<file path="src/rtl/rr_stream_mux.sv">
// rr_stream_mux: N-channel registered stream mux with fixed-select or round-robin grant.
// Define RR_STREAM_MUX_PARITY_EN to add a registered even-parity output out_parity.
module rr_stream_mux #(
    parameter int WIDTH = 8,
    parameter int NCH   = 4,
    parameter int SELW  = 2
) (
    input  logic                 clk,
    input  logic                 rst_n,
    input  logic [NCH*WIDTH-1:0] in_data,
    input  logic [NCH-1:0]       in_valid,
    output logic [NCH-1:0]       in_ready,
    input  logic                 mode,
    input  logic [SELW-1:0]      sel,
    output logic [WIDTH-1:0]     out_data,
    output logic [SELW-1:0]      out_ch,
    output logic                 out_valid,
    input  logic                 out_ready
`ifdef RR_STREAM_MUX_PARITY_EN
    ,
    output logic                 out_parity
`endif
);
    localparam int PW = 2**SELW;
    if (SELW != $clog2(NCH)) begin : g_selw_check
        $error("rr_stream_mux: SELW must equal clog2(NCH)");
    end
    logic [SELW-1:0]  ptr;
    logic [SELW-1:0]  rr_g;
    logic [SELW-1:0]  g;
    logic [PW-1:0]    valid_pad;
    logic             rr_hit;
    logic             hit;
    logic             load_en;
    logic [WIDTH-1:0] g_data;
    assign load_en   = !out_valid || out_ready;
    // Zero-padding makes selects beyond NCH-1 read as invalid, so they never grant.
    assign valid_pad = PW'(in_valid);
    always_comb begin
        rr_hit = 1'b0;
        rr_g   = '0;
        for (int i = NCH - 1; i >= 0; i--) begin
            if (in_valid[SELW'((int'(ptr) + i) % NCH)]) begin
                rr_hit = 1'b1;
                rr_g   = SELW'((int'(ptr) + i) % NCH);
            end
        end
    end
    assign hit      = mode ? rr_hit : valid_pad[sel];
    assign g        = mode ? rr_g : sel;
    assign g_data   = in_data[int'(g)*WIDTH +: WIDTH];
    assign in_ready = hit ? (NCH'(load_en) << g) : '0;
    always_ff @(posedge clk or negedge rst_n) begin
        if (!rst_n) begin
            out_data  <= '0;
            out_ch    <= '0;
            out_valid <= 1'b0;
            ptr       <= '0;
        end else if (load_en) begin
            out_valid <= hit;
            if (hit) begin
                out_data <= g_data;
                out_ch   <= g;
                if (mode)
                    ptr <= (int'(g) == NCH - 1) ? '0 : g + 1'b1;
            end
        end
    end
`ifdef RR_STREAM_MUX_PARITY_EN
    always_ff @(posedge clk or negedge rst_n) begin
        if (!rst_n)
            out_parity <= 1'b0;
        else if (load_en && hit)
            out_parity <= ^g_data;
    end
`endif
endmodule

</file>
<file path="config.mk">
export PLATFORM = sky130hd
export DESIGN_NAME = rr_stream_mux
export DESIGN_NICKNAME = d
export VERILOG_FILES = /design/src/rtl/rr_stream_mux.sv
export SDC_FILE = /design/constraint.sdc
export NUM_CORES = 1
export LEC_CHECK = 0
export CORE_ASPECT_RATIO = 0.6
export CORE_MARGIN = 10
export CORE_UTILIZATION = 40
export CTS_BUF_LIST = sky130_fd_sc_hd__clkbuf_16
export DETAILED_ROUTE_END_ITERATION = 7
export GPL_ROUTABILITY_DRIVEN = 0
export PLACE_DENSITY = 0.91
export SYNTH_ARGS = -nofsm -noshare
export SYNTH_HDL_FRONTEND = slang
export SYNTH_SLANG_ARGS = --single-unit
export TNS_END_PERCENT = 100
</file>
<file path="constraint.sdc">
create_clock -name clk -period 3.4 [get_ports clk]
set_input_delay 0.68 -clock clk [delete_from_list [all_inputs] [get_ports clk]]
set_output_delay 0.68 -clock clk [all_outputs]
set_load 0.005 [all_outputs]
</file>
==> flow_summary.ini, run 1 <==
[power]
switching_share_pct = 34.47
seq_power_share_pct = 27.4
power_leakage_nw = 0.8527
p_total_mw = 1.031
switching_power_mw = 0.3553
internal-power_mw = 0.6755
peakVddDrop_mv = 0.4531
combPwrFrac_pct = 51.6
pwr-share-clk_pct = 21.0
power-per-cell-area_mw_per_mm2 = 554.0

[grt]
grt_max_degree = 14
grt_pass1_vias = 1401
grt_pass1_wl_um = 7182
antenna_found_initial = 0
gr-usage-all-layers_pct = 17.82
grt_overflow = 0

[place]
post-place-ws_ns = -0.2032
portBuffers = 56
dp_hpwl_um = 2868
dpl_cell_area_mm2 = 0.001662

[logic_synthesis]
yosys-top-cells-area = dfrtp_1 34%, mux2i_1 18%, o221ai_1 6.3%
synth-seq-cells = 13
synth-edff-count = 0
yosysWarnings = 0
synthFlopType = dfrtp_1
synth_top_cell_area_share_pct = 33.68
synth_nets = 142
yosysSeqAreaShare_pct = 33.68
avgSynthCellArea_um2 = 9.659
yosysUniqueCellTypes = 37
async_flop_share_pct = 100.0
syn-cell-area_um2 = 965.9
syn_inst = 100
yosys.area.top_type = dfrtp_1

[critical_path]
max_stage_delay_ns = 0.55
required_ns = 2.72
crit_path_start_kind = primary input
reg2reg_depth = 8
path_class = in2out
reg2reg_slack_ns = 0.85
slowest_stage = or4b_4
arrival_ns = 2.67
crit_path_max_fanout = 4
crit_path_end_kind = output pin
cp_cell_sequence = dlygate4sd2_1, or3b_4, a21oi_4, or4b_4, a31oi_4, buf_4, nor2_1, clkdlybuf4s50_1

[sta]
clock_skew_ns = 0.003088
fin_ws_ns = 0.05244
hold_violations = 0
tightestPinTransition_ns = 0.6083
fin_crit_sh_pct = 98.46
period_needed_ns = 3.348
fmax_mhz = 298.7
rsz0062_at_grt = false
relSlewSlack_pct = 59.32
setup_viol_count_final = 0
setup_tns_ns = 0
slew_viol_final = 0

[finish]
drive_gt1_share_pct = 26.92
diodes = 0
fillers = 118
post-route-cell-area_mm2 = 0.001861
finalNetCount = 225
synthToLayoutAreaGrowth_pct = 92.62

[floorplan]
ios = 57
fp.dieW_um = 83.44
core_area_mm2 = 0.002228
dieArea_mm2 = 0.004845
rows = 13
die_y_um = 58.07
initial_core_util_pct = 43.35

[clocking]
root_buffer = clkbuf_16
cts_made_buffers = 3
clock_latency_ns = 0.24
clockBufferDepth = 2
cts_tree = yes
clock-sinks = 13
h-tree-depth = 1
cts.clk_slew.worst_paths_ns = 0.04

[drt]
firstDrtPassIters = 5
vias = 1200
wire_per_inst_um = 20.74
drc = 0
avgViaCountPerCell = 5.660
wl_um = 4397
detail-route-antenna-nets = 0
drtIter0Drc = 118

[job]
drv_cap = 0

[run_status]
status = finished, final reports clean

[hold_path]
hold_class = reg2reg
holdPathStages = 1
## layout by cell type (no fill, tap or decap), types with 3 or more instances in the layout
cell type and n:
clkdlybuf4s50_1 49, buf_4 28, nand2_1 16, mux2i_1 16
dfrtp_1 13, o221ai_1 7, nor2_1 5, inv_1 5
clkbuf_16 3, clkbuf_2 3
## critical path: cells and delay by family
family / cells / cell delay, ns
and+or+nand+nor: 3 / 0.86
buffers and inverters: 3 / 0.88
AOI/OAI and AO/OA: 2 / 0.25
## registers in the layout (all words and copies together) (netlist names)
name       count
out_data       8
out_valid      1
ptr            2
out_ch         2
## per-layer routing
layer  wire length, µm  up-vias  global-route usage [%]  part of all wire (%)
li1                  -      539                       -                     -
met1              1761      571                   19.22                    40
met2              2076       74                   30.04                    47
met3               446       16                   8.368                    10
met4               112        0                   7.363                   2.5
met5                 0        -                       0                     0
## metrics by stage
step                utilization, %  cells  hold slack (ns)
CTS                          83.16    212           0.4896
detailed placement           74.56    195           0.4797
finish                       83.49    212           0.4846
global route                 83.49    212           0.5202
floorplan                        -    100           0.3844
global placement             74.56    195           0.4697
## repair_timing
item | 4_1_cts | 5_1_grt
hold buffers | 0 | 0
setup buffers | 13 | 0
pin swaps | 2 | 0
hold endpoints to repair | 0 | 0
setup endpoints to repair | 4 | 4
resized for setup | 9 | 11
## worst paths after layout
kind / start / to
max in group asynchronous: rst_n / out_data[5]
min reg2reg: out_ch[1] / out_ch[1]
max reg2reg: ptr[0] / out_data[1]
min in group asynchronous: rst_n / out_ch[1]
min: out_ch[1] / out_ch[1]
max: in_valid[1] / in_ready[2]
## logic make-up after synthesis
logic type / share of synthesized area [%]
AND/OR/NAND/NOR: 20.47
AO/OA/AOI/OAI: 18.78
multiplexers: 21.11
flip-flops: 33.68
buffers and inverters: 5.050
XOR/XNOR: 0.9069
## power groups by stage
stage | clock, mW | sequential (mW) | combinational (mW)
after global placement | 0 | 0.268 | 0.465
after detailed placement | 0 | 0.272 | 0.478
final | 0.216 | 0.282 | 0.532
after floorplan | 0 | 0.255 | 0.242
after global routing | 0.228 | 0.288 | 0.571
after CTS | 0.219 | 0.274 | 0.515
## layout make-up
| type | count | area (µm²) | area share [%] |
|---|---|---|---|
| Clock buffer | 3 | 75.07 | 4.035 |
| Clock inverter | 1 | 3.754 | 0.2017 |
| Inverter | 4 | 15.01 | 0.8070 |
| Multi-Input combinational cell | 77 | 645.6 | 34.70 |
| Sequential cell | 13 | 325.3 | 17.48 |
| Tap cell | 30 | 37.54 | 2.017 |
| Timing Repair Buffer | 84 | 758.2 | 40.75 |
## cells in the mapped netlist, drive strengths merged, types with 2 or more instances
cell type  number
o221ai          8
inv             4
buf             5
nor2            5
dfrtp          13
nand2          17
nand2b          2
nor2b           2
mux2i          17
and3            2
a21oi           3
(Power assumes the default switching activity.)
==> run 2: changes to the inputs <==
--- a/config.mk
+++ b/config.mk
@@ -10,7 +10,6 @@
 export CORE_UTILIZATION = 40
 export CTS_BUF_LIST = sky130_fd_sc_hd__clkbuf_16
 export DETAILED_ROUTE_END_ITERATION = 7
-export GPL_ROUTABILITY_DRIVEN = 0
 export PLACE_DENSITY = 0.91
 export SYNTH_ARGS = -nofsm -noshare
 export SYNTH_HDL_FRONTEND = slang
==> flow_summary.ini, run 2 (same netlist as run 1, synthesis figures left out) <==
[run_status]
status = finished, final reports clean

[clocking]
cts.clk_slew.worst_paths_ns = 0.05
root_buffer = clkbuf_16
h-tree-depth = 1
clock_latency_ns = 0.24
cts_tree = yes
cts_made_buffers = 3
clock-sinks = 13
cts_hold_buffers = 0
clockBufferDepth = 2

[drt]
wl_um = 3764
firstDrtPassIters = 4
avgViaCountPerCell = 5.475
vias = 1106
drtIter0Drc = 117
detail-route-antenna-nets = 0
wire_per_inst_um = 18.63
drc = 0

[critical_path]
timing.rr.start = ptr[0]
reg2reg_depth = 8
max_stage_delay_ns = 0.52
r2r-end = out_data[4]
crit_path_start_kind = primary input
cp_top_family = buffers and inverters
crit_path_start = in_valid[0]
crit_path_max_fanout = 4
cp_cell_sequence = clkdlybuf4s50_1, buf_4, nand4b_1, nand2_2, or4b_4, a31oi_4, buf_4, nor2_1, dlygate4sd2_1
arrival_ns = 2.65
critPathMostFrequentCell = buf_4
path_class = in2out
crit_path_end_kind = output pin
critPathBufInv = 4
required_ns = 2.72
slowest_stage = or4b_4
reg2reg_slack_ns = 0.92

[grt]
grt_overflow = 0
grt_pass1_wl_um = 6361
gr-usage-all-layers_pct = 15.95
antenna_found_initial = 0
grt_pass1_vias = 1248
grt_max_degree = 14

[floorplan]
fp.dieW_um = 83.44
ios = 57
dieArea_mm2 = 0.004845
core_area_mm2 = 0.002228
die_y_um = 58.07
initial_core_util_pct = 43.35
rows = 13

[sta]
clock_skew_ns = 0.001418
setup_viol_count_final = 0
relSlewSlack_pct = 58.93
hold_violations = 0
fin_crit_sh_pct = 97.83
hold_slack_ns = 0.4812
period_needed_ns = 3.326
tightestPinTransition_ns = 0.6141
slew_viol_final = 0
rsz0062_at_grt = false
fmax_mhz = 300.6

[finish]
fillers = 126
fin_util_pct = 79.96
fin_cells = 202
largest_reg_flops = 8
final_common_cell = clkdlybuf4s50_1
most-common-layout-cells = 49 x clkdlybuf4s50_1, 17 x buf_4, 16 x mux2i_1
synthToLayoutAreaGrowth_pct = 84.46
regMostFlops = out_data
drive_gt1_share_pct = 20.93
finalNetCount = 215
diodes = 0
top_regs = out_data (8), out_ch (2), ptr (2)

[hold_path]
hold_class = reg2reg
hp-start = out_data[6]
holdPathEnd = out_data[6]
holdPathStages = 2

[power]
power-per-cell-area_mw_per_mm2 = 559.4
power_leakage_nw = 0.7833
peakVddDrop_mv = 0.5111

[place]
gp_congestion = 0.9622
place_inst = 196
dp_hpwl_um = 2982
portBuffers = 56

[job]
drv_cap = 0
[run 2: cell count changes in the layout (fill, tap and decap cells not counted), moves of 2 or more]
cell            before  now
dlygate4sd2_1        2    7
dlymetal6s2s_1       2    0
buf_4               28   17
clkbuf_2             3    0
[run 2: routing by layer]
metal	wire length (µm)	vias up	global-route usage, %
met3	355	6	6.834
met2	1841	53	26.86
met1	1526	530	18.60
met4	40	0	3.563
li1	-	517	-
met5	0	-	0
[run 2: report_power, final]
part	leakage, nW	switching [mW]	internal, mW
registers	0.154	0.0599	0.214
logic	0.587	0.212	0.290
clock network	0.0423	0.0656	0.155
total	0.783	0.338	0.659
[run 2: through the flow]
stage               setup TNS, ns  worst slack [ns]  power (mW)  instance area, µm²
floorplan                       0            0.8303      0.4963               965.9
global placement          -0.5509           -0.1599      0.7355                1669
detailed placement        -0.8264           -0.2370      0.7590                1669
CTS                             0           0.08166      0.9941                1778
global route                    0           0.01363       1.061                1782
finish                          0           0.07366      0.9966                1782
[run 2: repair_timing]
action	CTS	global route
resized for setup	13	1
pin swaps	3	0
endpoints found under the setup margin	4	1
setup buffers	2	0
cloned	0	0
[run 2: layout make-up]
cell class	instances	area (µm²)	area share, %
sequential	13	325.3	18.26
multi-input combinational	77	634.4	35.60
clock buffer	3	75.07	4.213
clock inverter	1	3.754	0.2107
inverter	4	15.01	0.8427
tap	30	37.54	2.107
timing repair buffer	74	690.7	38.76
[run 2: worst max path at each step]
| stage | slack [ns] | cells past startpoint | end |
|---|---|---|---|
| global placement | -0.16 | 8 | in_ready[1] |
| finish | 0.07 | 9 | in_ready[0] |
| CTS | 0.08 | 8 | in_ready[3] |
| global route | 0.01 | 9 | in_ready[0] |
| floorplan | 0.83 | 6 | in_ready[3] |
| detailed placement | -0.24 | 7 | in_ready[3] |
[run 2: worst register-to-register path: stages (launching register included)]
cell and delay [ns]:
dfrtp_1 0.56, or3b_1 0.19, a21oi_2 0.08, or4b_4 0.55
a31oi_4 0.19, buf_4 0.14, buf_4 0.11, nand2b_1 0.33
o221ai_1 0.18
==> run 3: changes to the inputs <==
==> constraint.sdc (replaced) <==
create_clock -name clk -period 3.9 [get_ports clk]
set_input_delay 0.78 -clock clk [delete_from_list [all_inputs] [get_ports clk]]
set_output_delay 0.78 -clock clk [all_outputs]
set_load 0.005 [all_outputs]
==> flow_summary.ini, run 3 (same netlist as run 1, synthesis figures left out) <==
[finish]
final_common_cell = clkdlybuf4s50_1
synthToLayoutAreaGrowth_pct = 74.35
fillers = 138
multi_input_area_um2 = 614.3
seq_area_um2 = 325.3
top_regs = out_data (8), out_ch (2), ptr (2)
drive_gt1_share_pct = 12.50
regMostFlops = out_data
finalNetCount = 203
largest_reg_flops = 8
fin_util_pct = 75.58
most-common-layout-cells = 53 x clkdlybuf4s50_1, 17 x mux2i_1, 16 x nand2_1

[drt]
drtIter0Drc = 95
drc = 0
wire_per_inst_um = 17.75
vias = 1034
avgViaCountPerCell = 5.414
firstDrtPassIters = 4
wl_um = 3390
detail-route-antenna-nets = 0

[clocking]
clock-sinks = 13
clockBufferDepth = 2
root_buffer = clkbuf_16
cts_tree = yes
clock_latency_ns = 0.24
cts.clk_slew.worst_paths_ns = 0.04
h-tree-depth = 1
cts_made_buffers = 3

[hold_path]
hold_class = reg2reg

[critical_path]
crit_path_max_fanout = 5
path_class = in2out
crit_path_end_kind = output pin
reg2reg_slack_ns = 1.47
cp_cell_sequence = clkdlybuf4s50_1, or3b_1, a21oi_2, or4b_4, a31oi_4, nor2b_1, clkdlybuf4s50_1
max_stage_delay_ns = 0.55
crit_path_start_kind = primary input
critPathMostFrequentCell = clkdlybuf4s50_1
arrival_ns = 3.02
slowest_stage = or4b_4
required_ns = 3.12

[sta]
fmax_mhz = 263.0
clock_skew_ns = 0.004238
period_needed_ns = 3.802
slew_viol_final = 0
hold_violations = 0
fin_ws_ns = 0.09827
relSlewSlack_pct = 61.35
fin_crit_sh_pct = 97.48
setup_viol_count_final = 0
tightestPinTransition_ns = 0.5780

[power]
power_leakage_nw = 0.7201
peakVddDrop_mv = 0.3597
power-per-cell-area_mw_per_mm2 = 493.5

[floorplan]
dieArea_mm2 = 0.004845
rows = 13
core_area_mm2 = 0.002228
fp.dieW_um = 83.44
ios = 57
die_y_um = 58.07
initial_core_util_pct = 43.35

[grt]
grt_pass1_vias = 1122
grt_max_degree = 18
grt_overflow = 0
antenna_found_initial = 1
gr-usage-all-layers_pct = 13.84
grt_pass1_wl_um = 5547

[run_status]
status = finished, final reports clean

[place]
gp_congestion = 0.9284
post-place-ws_ns = 0.02625
portBuffers = 56
dp_hpwl_um = 2755

[job]
drv_cap = 0
run 3: cell types whose count changed in the layout (fill, tap and decap cells not counted), sizes merged, moves of 2 or more:
cell,change
buf,-12
clkdlybuf4s50,+4
dlygate4sd2,-6
dlymetal6s2s,+2
run 3: what timing repair did:
| item | in CTS | in global routing |
|---|---|---|
| endpoints found under the setup margin | 2 | 2 |
| gates cloned | 0 | 0 |
| resized for setup | 1 | 3 |
| hold buffers | 0 | 0 |
| setup buffers | 0 | 0 |
run 3: worst paths after layout:
path / startpoint / endpoint / depth (start not counted)
worst max-delay path: in_valid[1] / in_ready[1] / 7
worst min-delay path: out_data[6] / out_data[6] / 2
worst max register to register: ptr[0] / out_data[0] / 7
worst min register to register: out_data[6] / out_data[6] / 2
max in group asynchronous: rst_n / out_data[6] / 1
min in group asynchronous: rst_n / out_ch[0] / 1
run 3: cell type report:
| type | count | share of cell area, % |
|---|---|---|
| Antenna cell | 1 | 0.1486 |
| Clock buffer | 3 | 4.458 |
| Clock inverter | 1 | 0.2972 |
| Inverter | 4 | 0.8915 |
| Multi-Input combinational cell | 77 | 36.48 |
| Sequential cell | 13 | 19.32 |
| Tap cell | 30 | 2.229 |
| Timing Repair Buffer | 62 | 36.18 |
run 3: report_power, final:
part	switching [mW]	total (mW)	internal (mW)
Combinational	0.169	0.402	0.233
Sequential	0.0493	0.236	0.187
Clock	0.0564	0.193	0.136
Total	0.275	0.831	0.556
run 3: routing by layer:
| layer | GRT usage (%) | wire length [µm] | vias to the layer above |
|---|---|---|---|
| li1 | - | - | 496 |
| met1 | 15.83 | 1394 | 486 |
| met2 | 22.59 | 1613 | 48 |
| met3 | 7.392 | 333 | 4 |
| met4 | 3.088 | 49 | 0 |
| met5 | 0 | 0 | - |
run 3: stage by stage:
stage	TNS (ns)	hold WS [ns]	instance area, µm²	power [mW]	instances
detailed placement	0	0.4780	1594	0.6381	186
finish	0	0.4862	1684	0.8310	191
global route	-0.03515	0.5206	1684	0.8841	191
CTS	0	0.4930	1673	0.8327	190
floorplan	0	0.4711	965.9	0.4327	100
global placement	0	0.4699	1594	0.6204	186
run 3: worst max-delay path: cells and delay by family:
family	cells	cell delay, ns
simple gates	3	0.93
buf+inv	2	0.99
compound gates	2	0.32
